$ cat src/rtl/blend_factor_stage_if.sv
`default_nettype none
// +----------------------------------------------------------------------------+
// | blend_factor_stage_if : fragment, config and mixer-side bundle             |
// | Rev 1.0                                                                    |
// +----------------------------------------------------------------------------+
interface blend_factor_stage_if #(
   parameter int SUB_PIXEL_WIDTH = 8,
   parameter int SIDEBAND_WIDTH  = 32
);
   localparam int PIXEL_WIDTH = 4 * SUB_PIXEL_WIDTH;

   logic                      s_valid;
   logic                      s_ready;
   logic [PIXEL_WIDTH-1:0]    s_src_color;
   logic [PIXEL_WIDTH-1:0]    s_dst_color;
   logic [SIDEBAND_WIDTH-1:0] s_sideband;

   logic                      conf_valid;
   logic                      conf_ready;
   logic [3:0]                conf_sfactor;
   logic [3:0]                conf_dfactor;

   logic                      m_valid;
   logic                      m_ready;
   logic [PIXEL_WIDTH-1:0]    m_colorA;
   logic [PIXEL_WIDTH-1:0]    m_colorB;
   logic [PIXEL_WIDTH-1:0]    m_colorC;
   logic [PIXEL_WIDTH-1:0]    m_colorD;
   logic [SIDEBAND_WIDTH-1:0] m_sideband;

   modport slave (
      input  s_valid, s_src_color, s_dst_color, s_sideband,
      output s_ready,
      input  conf_valid, conf_sfactor, conf_dfactor,
      output conf_ready,
      output m_valid, m_colorA, m_colorB, m_colorC, m_colorD, m_sideband,
      input  m_ready
   );

   modport master (
      output s_valid, s_src_color, s_dst_color, s_sideband,
      input  s_ready,
      output conf_valid, conf_sfactor, conf_dfactor,
      input  conf_ready,
      input  m_valid, m_colorA, m_colorB, m_colorC, m_colorD, m_sideband,
      output m_ready
   );
endinterface
`default_nettype wire

$ cat src/rtl/blend_factor_stage.sv
`default_nettype none
// +----------------------------------------------------------------------------+
// | blend_factor_stage : computes src/dst blend factors, 1-cycle + skid stage  |
// | Option: BLEND_SRC_ALPHA_SATURATE_EN enables factor code 10.  Rev 1.0       |
// +----------------------------------------------------------------------------+
module blend_factor_stage #(
   parameter int SUB_PIXEL_WIDTH = 8,
   parameter int SIDEBAND_WIDTH  = 32
) (
   input  logic                 aclk,
   input  logic                 reset,
   blend_factor_stage_if.slave  bus
);
   localparam int PIXEL_WIDTH = 4 * SUB_PIXEL_WIDTH;

   localparam logic [3:0] F_ZERO          = 4'd0;
   localparam logic [3:0] F_ONE           = 4'd1;
   localparam logic [3:0] F_SRC_COLOR     = 4'd2;
   localparam logic [3:0] F_INV_SRC_COLOR = 4'd3;
   localparam logic [3:0] F_DST_COLOR     = 4'd4;
   localparam logic [3:0] F_INV_DST_COLOR = 4'd5;
   localparam logic [3:0] F_SRC_ALPHA     = 4'd6;
   localparam logic [3:0] F_INV_SRC_ALPHA = 4'd7;
   localparam logic [3:0] F_DST_ALPHA     = 4'd8;
   localparam logic [3:0] F_INV_DST_ALPHA = 4'd9;
`ifdef BLEND_SRC_ALPHA_SATURATE_EN
   localparam logic [3:0] F_SRC_ALPHA_SAT = 4'd10;
`endif

   typedef enum logic [0:0] {
      CFG_RUN    = 1'b0,
      CFG_UPDATE = 1'b1
   } cfg_state_e;

   function automatic logic [PIXEL_WIDTH-1:0] factor_f(
      input logic [3:0]             code,
      input logic [PIXEL_WIDTH-1:0] src,
      input logic [PIXEL_WIDTH-1:0] dst
   );
      logic [SUB_PIXEL_WIDTH-1:0] alpha_s;
      logic [SUB_PIXEL_WIDTH-1:0] alpha_d;
`ifdef BLEND_SRC_ALPHA_SATURATE_EN
      logic [SUB_PIXEL_WIDTH-1:0] sat;
`endif
      alpha_s = src[SUB_PIXEL_WIDTH-1:0];
      alpha_d = dst[SUB_PIXEL_WIDTH-1:0];
`ifdef BLEND_SRC_ALPHA_SATURATE_EN
      sat = (alpha_s < ~alpha_d) ? alpha_s : ~alpha_d;
`endif
      case (code)
         F_ZERO:          factor_f = '0;
         F_ONE:           factor_f = '1;
         F_SRC_COLOR:     factor_f = src;
         F_INV_SRC_COLOR: factor_f = ~src;
         F_DST_COLOR:     factor_f = dst;
         F_INV_DST_COLOR: factor_f = ~dst;
         F_SRC_ALPHA:     factor_f = {4{alpha_s}};
         F_INV_SRC_ALPHA: factor_f = ~{4{alpha_s}};
         F_DST_ALPHA:     factor_f = {4{alpha_d}};
         F_INV_DST_ALPHA: factor_f = ~{4{alpha_d}};
`ifdef BLEND_SRC_ALPHA_SATURATE_EN
         F_SRC_ALPHA_SAT: factor_f = {{3{sat}}, {SUB_PIXEL_WIDTH{1'b1}}};
`endif
         default:         factor_f = '0;
      endcase
   endfunction

   cfg_state_e                cfg_state_q;
   logic                      conf_ready_q;
   logic [3:0]                sfactor_q;
   logic [3:0]                dfactor_q;

   logic                      s_ready_q,   s_ready_d;
   logic                      out_valid_q, out_valid_d;
   logic                      skid_full_q, skid_full_d;
   logic [PIXEL_WIDTH-1:0]    skid_src_q,  skid_dst_q;
   logic [SIDEBAND_WIDTH-1:0] skid_sb_q;
   logic [PIXEL_WIDTH-1:0]    out_a_q, out_b_q, out_c_q, out_d_q;
   logic [SIDEBAND_WIDTH-1:0] out_sb_q;

   logic                      frag_accept;
   logic                      out_free;
   logic                      out_load;
   logic [PIXEL_WIDTH-1:0]    sel_src, sel_dst;
   logic [SIDEBAND_WIDTH-1:0] sel_sb;

   // A pending config request closes the fragment door in the same cycle, so a
   // fragment arriving together with conf_valid waits for the new factors.
   assign bus.s_ready    = s_ready_q && !bus.conf_valid;
   assign bus.conf_ready = conf_ready_q;
   assign bus.m_valid    = out_valid_q;
   assign bus.m_colorA   = out_a_q;
   assign bus.m_colorB   = out_b_q;
   assign bus.m_colorC   = out_c_q;
   assign bus.m_colorD   = out_d_q;
   assign bus.m_sideband = out_sb_q;

   always_comb begin
      frag_accept = bus.s_valid && s_ready_q && !bus.conf_valid;
      out_free    = !out_valid_q || bus.m_ready;
      out_load    = out_free && (skid_full_q || frag_accept);
      out_valid_d = out_load || (out_valid_q && !bus.m_ready);
      skid_full_d = skid_full_q ? !out_free : (frag_accept && !out_free);
      s_ready_d   = !skid_full_d;
      // The skid is older than anything on the input, so it drains first.
      sel_src     = skid_full_q ? skid_src_q : bus.s_src_color;
      sel_dst     = skid_full_q ? skid_dst_q : bus.s_dst_color;
      sel_sb      = skid_full_q ? skid_sb_q  : bus.s_sideband;
   end

   always_ff @(posedge aclk) begin
      if (reset) begin
         out_valid_q <= 1'b0;
         skid_full_q <= 1'b0;
         s_ready_q   <= 1'b0;
      end else begin
         out_valid_q <= out_valid_d;
         skid_full_q <= skid_full_d;
         s_ready_q   <= s_ready_d;
      end
   end

   always_ff @(posedge aclk) begin
      if (frag_accept && !out_free) begin
         skid_src_q <= bus.s_src_color;
         skid_dst_q <= bus.s_dst_color;
         skid_sb_q  <= bus.s_sideband;
      end
      if (out_load) begin
         out_a_q  <= sel_src;
         out_b_q  <= factor_f(sfactor_q, sel_src, sel_dst);
         out_c_q  <= sel_dst;
         out_d_q  <= factor_f(dfactor_q, sel_src, sel_dst);
         out_sb_q <= sel_sb;
      end
   end

   // Factors only change with the pipe empty, so every fragment sees one config.
   always_ff @(posedge aclk) begin
      if (reset) begin
         cfg_state_q  <= CFG_RUN;
         conf_ready_q <= 1'b0;
         sfactor_q    <= F_ONE;
         dfactor_q    <= F_ZERO;
      end else begin
         case (cfg_state_q)
            CFG_RUN: begin
               if (bus.conf_valid && !out_valid_q && !skid_full_q) begin
                  cfg_state_q  <= CFG_UPDATE;
                  conf_ready_q <= 1'b1;
               end
            end
            CFG_UPDATE: begin
               if (bus.conf_valid) begin
                  sfactor_q <= bus.conf_sfactor;
                  dfactor_q <= bus.conf_dfactor;
               end
               cfg_state_q  <= CFG_RUN;
               conf_ready_q <= 1'b0;
            end
         endcase
      end
   end
endmodule
`default_nettype wire

$ cat src/flat_wrapper.sv
// flat-port wrapper written by rule: the top's interface ports become plain ports
module blend_factor_stage_flat 
#(
   parameter int SUB_PIXEL_WIDTH = 8,
   parameter int SIDEBAND_WIDTH  = 32
)
  (aclk, reset, bus_s_valid, bus_s_src_color, bus_s_dst_color, bus_s_sideband, bus_s_ready, bus_conf_valid, bus_conf_sfactor, bus_conf_dfactor, bus_conf_ready, bus_m_valid, bus_m_colorA, bus_m_colorB, bus_m_colorC, bus_m_colorD, bus_m_sideband, bus_m_ready);
  blend_factor_stage_if #(.SUB_PIXEL_WIDTH(SUB_PIXEL_WIDTH), .SIDEBAND_WIDTH(SIDEBAND_WIDTH)) bus_i ();
  input  logic aclk;
  input  logic reset;
  input wire logic [$bits(bus_i.s_valid)-1:0] bus_s_valid;
  input wire logic [$bits(bus_i.s_src_color)-1:0] bus_s_src_color;
  input wire logic [$bits(bus_i.s_dst_color)-1:0] bus_s_dst_color;
  input wire logic [$bits(bus_i.s_sideband)-1:0] bus_s_sideband;
  output wire logic [$bits(bus_i.s_ready)-1:0] bus_s_ready;
  input wire logic [$bits(bus_i.conf_valid)-1:0] bus_conf_valid;
  input wire logic [$bits(bus_i.conf_sfactor)-1:0] bus_conf_sfactor;
  input wire logic [$bits(bus_i.conf_dfactor)-1:0] bus_conf_dfactor;
  output wire logic [$bits(bus_i.conf_ready)-1:0] bus_conf_ready;
  output wire logic [$bits(bus_i.m_valid)-1:0] bus_m_valid;
  output wire logic [$bits(bus_i.m_colorA)-1:0] bus_m_colorA;
  output wire logic [$bits(bus_i.m_colorB)-1:0] bus_m_colorB;
  output wire logic [$bits(bus_i.m_colorC)-1:0] bus_m_colorC;
  output wire logic [$bits(bus_i.m_colorD)-1:0] bus_m_colorD;
  output wire logic [$bits(bus_i.m_sideband)-1:0] bus_m_sideband;
  input wire logic [$bits(bus_i.m_ready)-1:0] bus_m_ready;
  assign bus_i.s_valid = bus_s_valid;
  assign bus_i.s_src_color = bus_s_src_color;
  assign bus_i.s_dst_color = bus_s_dst_color;
  assign bus_i.s_sideband = bus_s_sideband;
  assign bus_s_ready = bus_i.s_ready;
  assign bus_i.conf_valid = bus_conf_valid;
  assign bus_i.conf_sfactor = bus_conf_sfactor;
  assign bus_i.conf_dfactor = bus_conf_dfactor;
  assign bus_conf_ready = bus_i.conf_ready;
  assign bus_m_valid = bus_i.m_valid;
  assign bus_m_colorA = bus_i.m_colorA;
  assign bus_m_colorB = bus_i.m_colorB;
  assign bus_m_colorC = bus_i.m_colorC;
  assign bus_m_colorD = bus_i.m_colorD;
  assign bus_m_sideband = bus_i.m_sideband;
  assign bus_i.m_ready = bus_m_ready;
  blend_factor_stage #(.SUB_PIXEL_WIDTH(SUB_PIXEL_WIDTH), .SIDEBAND_WIDTH(SIDEBAND_WIDTH)) u_core (.aclk(aclk), .reset(reset), .bus(bus_i));
endmodule
$ cat config.mk
export PLATFORM = sky130hd
export DESIGN_NAME = blend_factor_stage_flat
export DESIGN_NICKNAME = d
export VERILOG_FILES = /design/src/rtl/blend_factor_stage_if.sv /design/src/rtl/blend_factor_stage.sv /design/src/flat_wrapper.sv
export SDC_FILE = /design/constraint.sdc
export NUM_CORES = 1
export LEC_CHECK = 0
export BUFFER_PORTS_ARGS = -buffer_cell sky130_fd_sc_hd__buf_4
export CAP_MARGIN = 10
export CORE_MARGIN = 2
export CORE_UTILIZATION = 50
export DETAILED_ROUTE_END_ITERATION = 8
export GPL_ROUTABILITY_DRIVEN = 1
export PLACE_DENSITY = 0.77
export SETUP_SLACK_MARGIN = 0.2
export SLEW_MARGIN = 40
export SYNTH_ARGS = -nofsm -noshare
export SYNTH_HDL_FRONTEND = slang
export SYNTH_SLANG_ARGS = --single-unit
$ cat constraint.sdc
create_clock -name aclk -period 21.4 [get_ports aclk]
set_input_delay 4.28 -clock aclk [delete_from_list [all_inputs] [get_ports aclk]]
set_output_delay 4.28 -clock aclk [all_outputs]
set_load 0.02 [all_outputs]
Word-level counts from Yosys, hierarchy flattened
Cells that the tools add are included.
W data, S select, Z words.
{"block": "op_classes", "eq_ne": 19, "reduce_logical": 18, "n_shift": 0, "n_div": 0, "n_bitwise": 5, "n_addsub": 0, "mux": 10, "multipliers": 0, "order_cmp": 0}
{"operator": "$pmux W32 S9", "count": 2}
{"operator": "$not A32 Y32", "count": 4}
{"operator": "$mux W32", "count": 3}
{"operator": "$eq A4 B3 Y1 const B", "count": 8}
{"operator": "$eq A4 B2 Y1 const B", "count": 4}
{"operator": "$eq A4 B4 Y1 const B", "count": 4}
{"operator": "$eq A4 B1 Y1 const B", "count": 2}
{"operator": "$logic_and A1 B1 Y1", "count": 8}
{"operator": "$logic_not A1 Y1", "count": 6}
{"operator": "$pmux W1 S2", "count": 2}
{"operator": "$logic_or A1 B1 Y1", "count": 3}
{"operator": "$mux W1", "count": 3}
{"operator": "$ne A2 B1 Y1 const B", "count": 1}
{"operator": "$reduce_and A2 Y1", "count": 1}
{"operator": "$not A1 Y1", "count": 1}
{"block": "totals", "n_memories": 0, "register_bits": 269, "inputBits": 109, "output_inout_bits": 163, "ramBits": 0, "romBits": 0, "wordCells": 67, "latch_bits": 0}

Logic depth before layout (Yosys ltp)
Gate-level depths: netlist (run 1).
{"block": "depth", "ltp_word": 6, "mapped_depth": 7, "mapped_depth_nobuf": 5}

Least setup slack after synthesis (run 1)
Ideal clock, no wire load.
{"block": "synth_path", "path_kind": "input -> register", "from": "input port bus_conf_valid", "to": "register u_core.out_a_q[0], in the netlist u_core.bus.m_colorA[0] (enable)", "stages": 3, "setup_ns": 0.698, "t_arrival_ns": 11.878, "path_buffers": 0, "t_required_ns": 20.702, "path_slack_ns": 8.824, "path_cell_list": "nor2b_1 > a21oi_1 > nor2b_1"}
{"block": "synth_via", "elab_chain_cells": 4}
{"item": "from (decl)", "line_no": "flat_wrapper.sv:16", "rtl": "input wire logic [$bits(bus_i.conf_valid)-1:0] bus_conf_valid;"}
{"item": "$logic_not A1 Y1", "line_no": "blend_factor_stage.sv:99", "rtl": "frag_accept = bus.s_valid && s_ready_q && !bus.conf_valid;"}
{"item": "$logic_and A1 B1 Y1", "line_no": "blend_factor_stage.sv:99"}
{"item": "$logic_or A1 B1 Y1", "line_no": "blend_factor_stage.sv:101", "rtl": "out_load = out_free && (skid_full_q || frag_accept);"}
{"item": "$logic_and A1 B1 Y1", "line_no": "blend_factor_stage.sv:101"}
{"item": "named net u_core.out_load", "line_no": "blend_factor_stage.sv:83", "rtl": "logic out_load;"}
{"item": "to (signal assigned)", "line_no": "blend_factor_stage.sv:130", "rtl": "out_a_q <= sel_src;"}
{"item": "to (decl)", "line_no": "blend_factor_stage.sv:78", "rtl": "logic [PIXEL_WIDTH-1:0] out_a_q, out_b_q, out_c_q, out_d_q;"}
The timed path passes the listed nets, and every way through them passes these cells.
A chain may end at the register's enable or synchronous reset.

Worst setup path in the final report (run 1)
{"block": "layout_path", "from": "input port bus_conf_valid", "to": "output port bus_s_ready"}
{"block": "layout_via", "elab_chain_cells": 2}
{"item": "$logic_not A1 Y1", "line_no": "blend_factor_stage.sv:89", "rtl": "assign bus.s_ready = s_ready_q && !bus.conf_valid;"}
{"item": "$logic_and A1 B1 Y1", "line_no": "blend_factor_stage.sv:89"}
{"item": "to (decl)", "line_no": "flat_wrapper.sv:15", "rtl": "output wire logic [$bits(bus_i.s_ready)-1:0] bus_s_ready;"}
Every way passes these cells.

==> results of run 1 <==
state kept, by name (all words and copies together) (netlist names):
signal / flops
u_core.bus.m_colorA: 32
u_core.bus.m_colorB: 32
u_core.bus.m_colorC: 32
u_core.bus.m_colorD: 32
u_core.bus.m_sideband: 32
u_core.skid_dst_q: 32
u_core.skid_sb_q: 32
u_core.skid_src_q: 32
u_core.dfactor_q: 4
u_core.sfactor_q: 4
u_core.bus.conf_ready: 1
u_core.bus.m_valid: 1
u_core.cfg_state_q: 1
u_core.s_ready_q: 1
u_core.skid_full_q: 1
metal layers:
layer  wire length, um  global-route usage (%)  part of all wire (%)
met3              2568                   4.402                   8.3
met4               849                   7.025                   2.8
met1             12740                   32.48                    41
met2             14600                   38.60                    47
met5                 0                       0                     0
cell families after synthesis:
group / count (synthesis) / synth area share, %
multiplexers: 112 / 11.91
buffers and inverters: 86 / 3.605
flip-flops: 269 / 65.80
AND/OR/NAND/NOR: 98 / 3.937
AO/OA/AOI/OAI: 212 / 13.58
XOR/XNOR: 16 / 1.160
synthesized netlist by cell type, types with 11 or more instances:
master    number  area [um2]
a221o_1       24       240.2
a221oi_1      32       280.3
buf_2         22       110.1
clkbuf_1      30       112.6
dfxtp_1       13       260.3
edfxtp_1     256        7687
mux2_2        72       810.8
mux2i_1       17       170.2
mux2i_4       15       337.8
nand2_1       44       165.2
nand2b_1      13       81.33
nor3_1        11       55.05
o21ai_1       42       210.2
o221a_2       24       270.3
o221ai_1      24       210.2
o22ai_1       32       200.2
power by group through the flow:
stage / clock [mW] / sequential [mW] / combinational (mW)
after floorplan: 0 / 0.621 / 0.0531
after global placement: 0 / 0.609 / 0.110
after detailed placement: 0 / 0.609 / 0.113
after CTS: 0.481 / 0.598 / 0.113
after global routing: 0.502 / 0.599 / 0.122
final: 0.473 / 0.598 / 0.114
area by class of cell:
class	count	area (um2)
clock buffer	31	733.2
timing repair buffer	282	2150
sequential	269	7954
inverter	16	60.06
multi-input combinational	438	3759
clock inverter	23	166.4
fill	1725	8392
tap	319	399.1
critical path: cells and delay by family:
kind / cells / cell delay, ps
buffers and inverters: 2 / 330
and+or+nand+nor: 1 / 200
final timing paths:
kind,start,endpoint,cells after the start
setup / recovery,bus_conf_valid,bus_s_ready,3
hold / removal,u_core.dfactor_q[1],u_core.dfactor_q[1],2
setup reg to reg,u_core.skid_full_q,u_core.bus.m_colorA[21],4
hold reg to reg,u_core.dfactor_q[1],u_core.dfactor_q[1],2
per-stage QoR:
step	setup slack [ps]	hold WS, ps	utilization [%]	instances	cell area (um2)
2_1_floorplan	8824	480.8	-	793	12080
3_3_place_gp	12320	505.9	60.27	1322	14230
3_5_place_dp	12320	510.9	60.48	1322	14280
4_1_cts	12310	519.0	64.29	1376	15180
5_1_grt	12270	560.2	64.46	1378	15220
6_report	12310	523.6	64.46	1378	15220
==> impl_metrics.toml, run 1 <==
[run_status]
run_status = "finished clean"

[drt]
drt_first_pass_iters = 5
avgRoutedWirePerCell_um = 22.33
via_per_inst = 5.934
drt_iter0_drc = 751
antenna_left = 0
drcViolationCount = 0
finalWirelength_mm = 30.77
vias = 8177

[power_and_ir_drop]
power.net_switching_uw = 272.9
netSwitchingFraction_pct = 23.04
p_int_uw = 911.5
p_leak_nw = 5.406
clock_power_share_pct = 39.9
power_mw = 1.184
peakVddDrop_uv = 63.04
p_seq_share_pct = 50.5
comb_power_share_pct = 9.6
p_per_area_mw_per_mm2 = 77.81

[cells_and_area]
diodes = 0
layout_common_cells = "buf_4, edfxtp_1, mux2_2"
syn2layout_area_growth_pct = 26.02
layout_commonest_cell = "buf_4"
drive_above_1_share_pct = 44.57
layout.nets = 1145

[setup_path]
end_kind = "primary output"
critPathArrivalTime_ps = 4810
setup.worst_path.start_class = "input port"
critPathRequiredTime_ps = 17120
worst-path-max-fanout = 12
crit_top_cell = "buf_4"
worstPathCellList = "buf_4 -> nor2b_1 -> buf_4"
cpPeakStageDelay_ps = 200
crit_slowest_cell = "nor2b_1"
critPathKind = "in2out"
reg2reg_slack_ps = 18150

[cts]
cts-resized-gates = 0
cts_tree = "built"
htreeDepth = 1
clock-root-buffer = "clkbuf_16"
clkLatencyLatePin_ps = 540
postCtsHoldBufs = 0
cts_buffer_depth = 3
post-cts-setup-buffers = 0
clock-sinks = 269
numCtsBuffers = 29
clk_pin_slew_ps = 60

[sta]
rsz0062_at_grt = "no"
hold_violations = 0
worst_pin_slew_ps = 924.1
final_max_slew_viol_count = 0
min_period_ps = 9090
maxSlewHeadroom_pct = 38.02
tns_ps = 0
post-route-period-util_pct = 42.48
fin_skew_ps = 8.074
setup_viol = 0
fmax_mhz = 110.0

[global_route]
grt_max_degree = 85
grt_antenna_before_repair = 0
grt_util_all_layers_pct = 23.63
globalRouteOverflowTotal = 0
grt_pass1_wl_mm = 47.04
grt_pass1_vias = 7887

[die]
core-area_mm2 = 0.02361
die_w_um = 159.4
die_h_um = 159.4
ios = 272
row_count = 56
dieArea_mm2 = 0.02541
start_util_pct = 51.15

[worst_hold_path]
min-delay-path-class = "reg2reg"

[synth]
synthDistinctLibCells = 43
ys_ff_latch = 269
yosysSeqAreaShare_pct = 65.80
syn_inst = 793
synth_edf_count = 256
syn_area_mm2 = 0.01208
yosys_warnings = 0
syn-mean-instance-area_um2 = 15.23
synthFlopType = "edfxtp_1"
synth-async-reset-ratio_pct = 0
synth_nets = 902

[place]
gp_congestion = 0.8689
hpwl_mm = 20.66
portBuffers = 271

[run]
max_cap_violations = 0
Power figures use the tool's default switching activity.
==> run 2: changes to the inputs <==
--- a/config.mk
+++ b/config.mk
@@ -8,10 +8,10 @@
 export BUFFER_PORTS_ARGS = -buffer_cell sky130_fd_sc_hd__buf_4
 export CAP_MARGIN = 10
 export CORE_MARGIN = 2
-export CORE_UTILIZATION = 50
+export CORE_UTILIZATION = 49
 export DETAILED_ROUTE_END_ITERATION = 8
 export GPL_ROUTABILITY_DRIVEN = 1
-export PLACE_DENSITY = 0.77
+export PLACE_DENSITY = 0.78
 export SETUP_SLACK_MARGIN = 0.2
 export SLEW_MARGIN = 40
 export SYNTH_ARGS = -nofsm -noshare
==> constraint.sdc (replaced) <==
create_clock -name aclk -period 7.8 [get_ports aclk]
set_input_delay 1.56 -clock aclk [delete_from_list [all_inputs] [get_ports aclk]]
set_output_delay 1.56 -clock aclk [all_outputs]
set_load 0.02 [all_outputs]
==> run 2 against run 1 <==
Effect of this change: first-iteration DRC count up 22%; clock skew is 1.3 ps higher; via count up 1.7%; non-clock buffer count shrank 3; core utilization decreased by 1.9 points; sequential power increased to 2.7 times the previous value; cell count is 0.22% lower; clock power increased to 2.7 times the previous value; flip-flop and latch count unchanged; hold slack improved by 2.1 ps; largest power group unchanged; final area is 0.31% lower; sequential share of layout area rose by 0.16 points; largest cell class unchanged; critical endpoint unchanged.
==> impl_metrics.toml, run 2 (same netlist as run 1, synthesis figures left out) <==
[drt]
antenna_left = 0
drt_first_pass_iters = 5
vias = 8314
avgRoutedWirePerCell_um = 23.00
via_per_inst = 6.047
finalWirelength_mm = 31.63
drcViolationCount = 0
drt_iter0_drc = 915

[place]
dp_cells = 1325
placed_area_mm2 = 0.01427
portBuffers = 271
gp_congestion = 0.8749
hpwl_mm = 21.02
dp_slack_ps = 4074

[setup_path]
setup.worst_path.start_class = "input port"
crit_top_cell = "buf_4"
crit_slowest_cell = "nor2b_1"
reg2reg_from = "u_core.skid_full_q"
reg2reg_slack_ps = 4520
crit_start = "bus_conf_valid"
critPathKind = "in2out"
critPathArrivalTime_ps = 2130
reg2reg_to = "u_core.bus.m_colorD[26]"
worst-path-max-fanout = 12
worstPathCellList = "buf_4 -> nor2b_1 -> buf_4"
cpPeakStageDelay_ps = 230
ff2ff_path_depth = 5
critPathRequiredTime_ps = 6240
end_kind = "primary output"

[cells_and_area]
final_util_pct = 62.57
layout_commonest_cell = "buf_4"
stdcell_count = 1375
syn2layout_area_growth_pct = 25.63
layout_common_cells = "buf_4, edfxtp_1, mux2_2"
diodes = 0
layout.nets = 1140
drive_above_1_share_pct = 44.15
final_area_mm2 = 0.01517

[die]
ios = 272
die_h_um = 161
core-area_mm2 = 0.02425
dieArea_mm2 = 0.02592
row_count = 57
start_util_pct = 49.81
die_w_um = 161

[cts]
cts_buffer_depth = 3
clk_pin_slew_ps = 60
clock-root-buffer = "clkbuf_16"
cts_tree = "built"
post-cts-setup-buffers = 0
clock-sinks = 269
cts-resized-gates = 0
numCtsBuffers = 27
htreeDepth = 1
clkLatencyLatePin_ps = 530
postCtsHoldBufs = 0

[sta]
postLayoutSetupSlackWorst_ps = 4106
rsz0062_at_grt = "no"
post-route-period-util_pct = 47.36
fin_skew_ps = 9.384
final_max_slew_viol_count = 0
fmax_mhz = 270.7
min_period_ps = 3694
setup_viol = 0
hold_violations = 0
tns_ps = 0
maxSlewHeadroom_pct = 41.53
worst_pin_slew_ps = 873.1

[worst_hold_path]
worstHoldStart = "u_core.bus.conf_ready"
min_to = "u_core.bus.conf_ready"
min-delay-path-class = "reg2reg"
holdPathStages = 2

[run]
max_cap_violations = 0

[run_status]
run_status = "finished clean"

[global_route]
globalRouteOverflowTotal = 0
grt_pass1_wl_mm = 47.02
grt_max_degree = 161
grt_util_all_layers_pct = 23.34
grt_pass1_vias = 7921
grt_antenna_before_repair = 0

[power_and_ir_drop]
p_leak_nw = 5.366
p_per_area_mw_per_mm2 = 213.2
peakVddDrop_uv = 144.8
run 2: worst max-delay path by stage:
| stage | end | slack, ps | depth (start not counted) |
|---|---|---|---|
| after global routing | bus_s_ready | 4090 | 3 |
| after detailed placement | u_core.skid_src_q[24] | 4070 | 5 |
| after global placement | u_core.skid_dst_q[24] | 3920 | 5 |
| final | bus_s_ready | 4110 | 3 |
| after CTS | bus_s_ready | 4120 | 3 |
| after floorplan | u_core.bus.m_colorA[0] | 1010 | 3 |
run 2: metrics by stage:
stage          total power, mW  hold slack, ps
2_1_floorplan            1.845           480.8
3_3_place_gp             1.975           505.9
3_5_place_dp             1.983           516.0
4_1_cts                  3.253           528.9
5_1_grt                  3.329           558.3
6_report                 3.234           525.8
run 2: layout make-up:
cell class | instances | area, um2
Inverter | 16 | 60.06
Tap cell | 324 | 405.4
Multi-Input combinational cell | 438 | 3746
Timing Repair Buffer | 279 | 2135
Clock buffer | 31 | 690.7
Clock inverter | 18 | 182.7
Sequential cell | 269 | 7954
Fill cell | 1861 | 9075
run 2: where the power goes:
part	internal [mW]	switching, mW
combinational	0.135	0.184
clock	0.737	0.541
sequential	1.62	0.0153
run 2: critical path: cells and delay by family:
| kind | cells | cell delay, ps |
|---|---|---|
| buffers and inverters | 2 | 340 |
| AND/OR/NAND/NOR | 1 | 230 |
run 2: routing by layer:
metal  wire length, um  up-vias  track usage (%)
met5                 0        -                0
met4               899        0            7.549
met3              2776       64            4.314
met2             15410      463            38.18
met1             12540     4104            31.90
li1                  -     3683                -
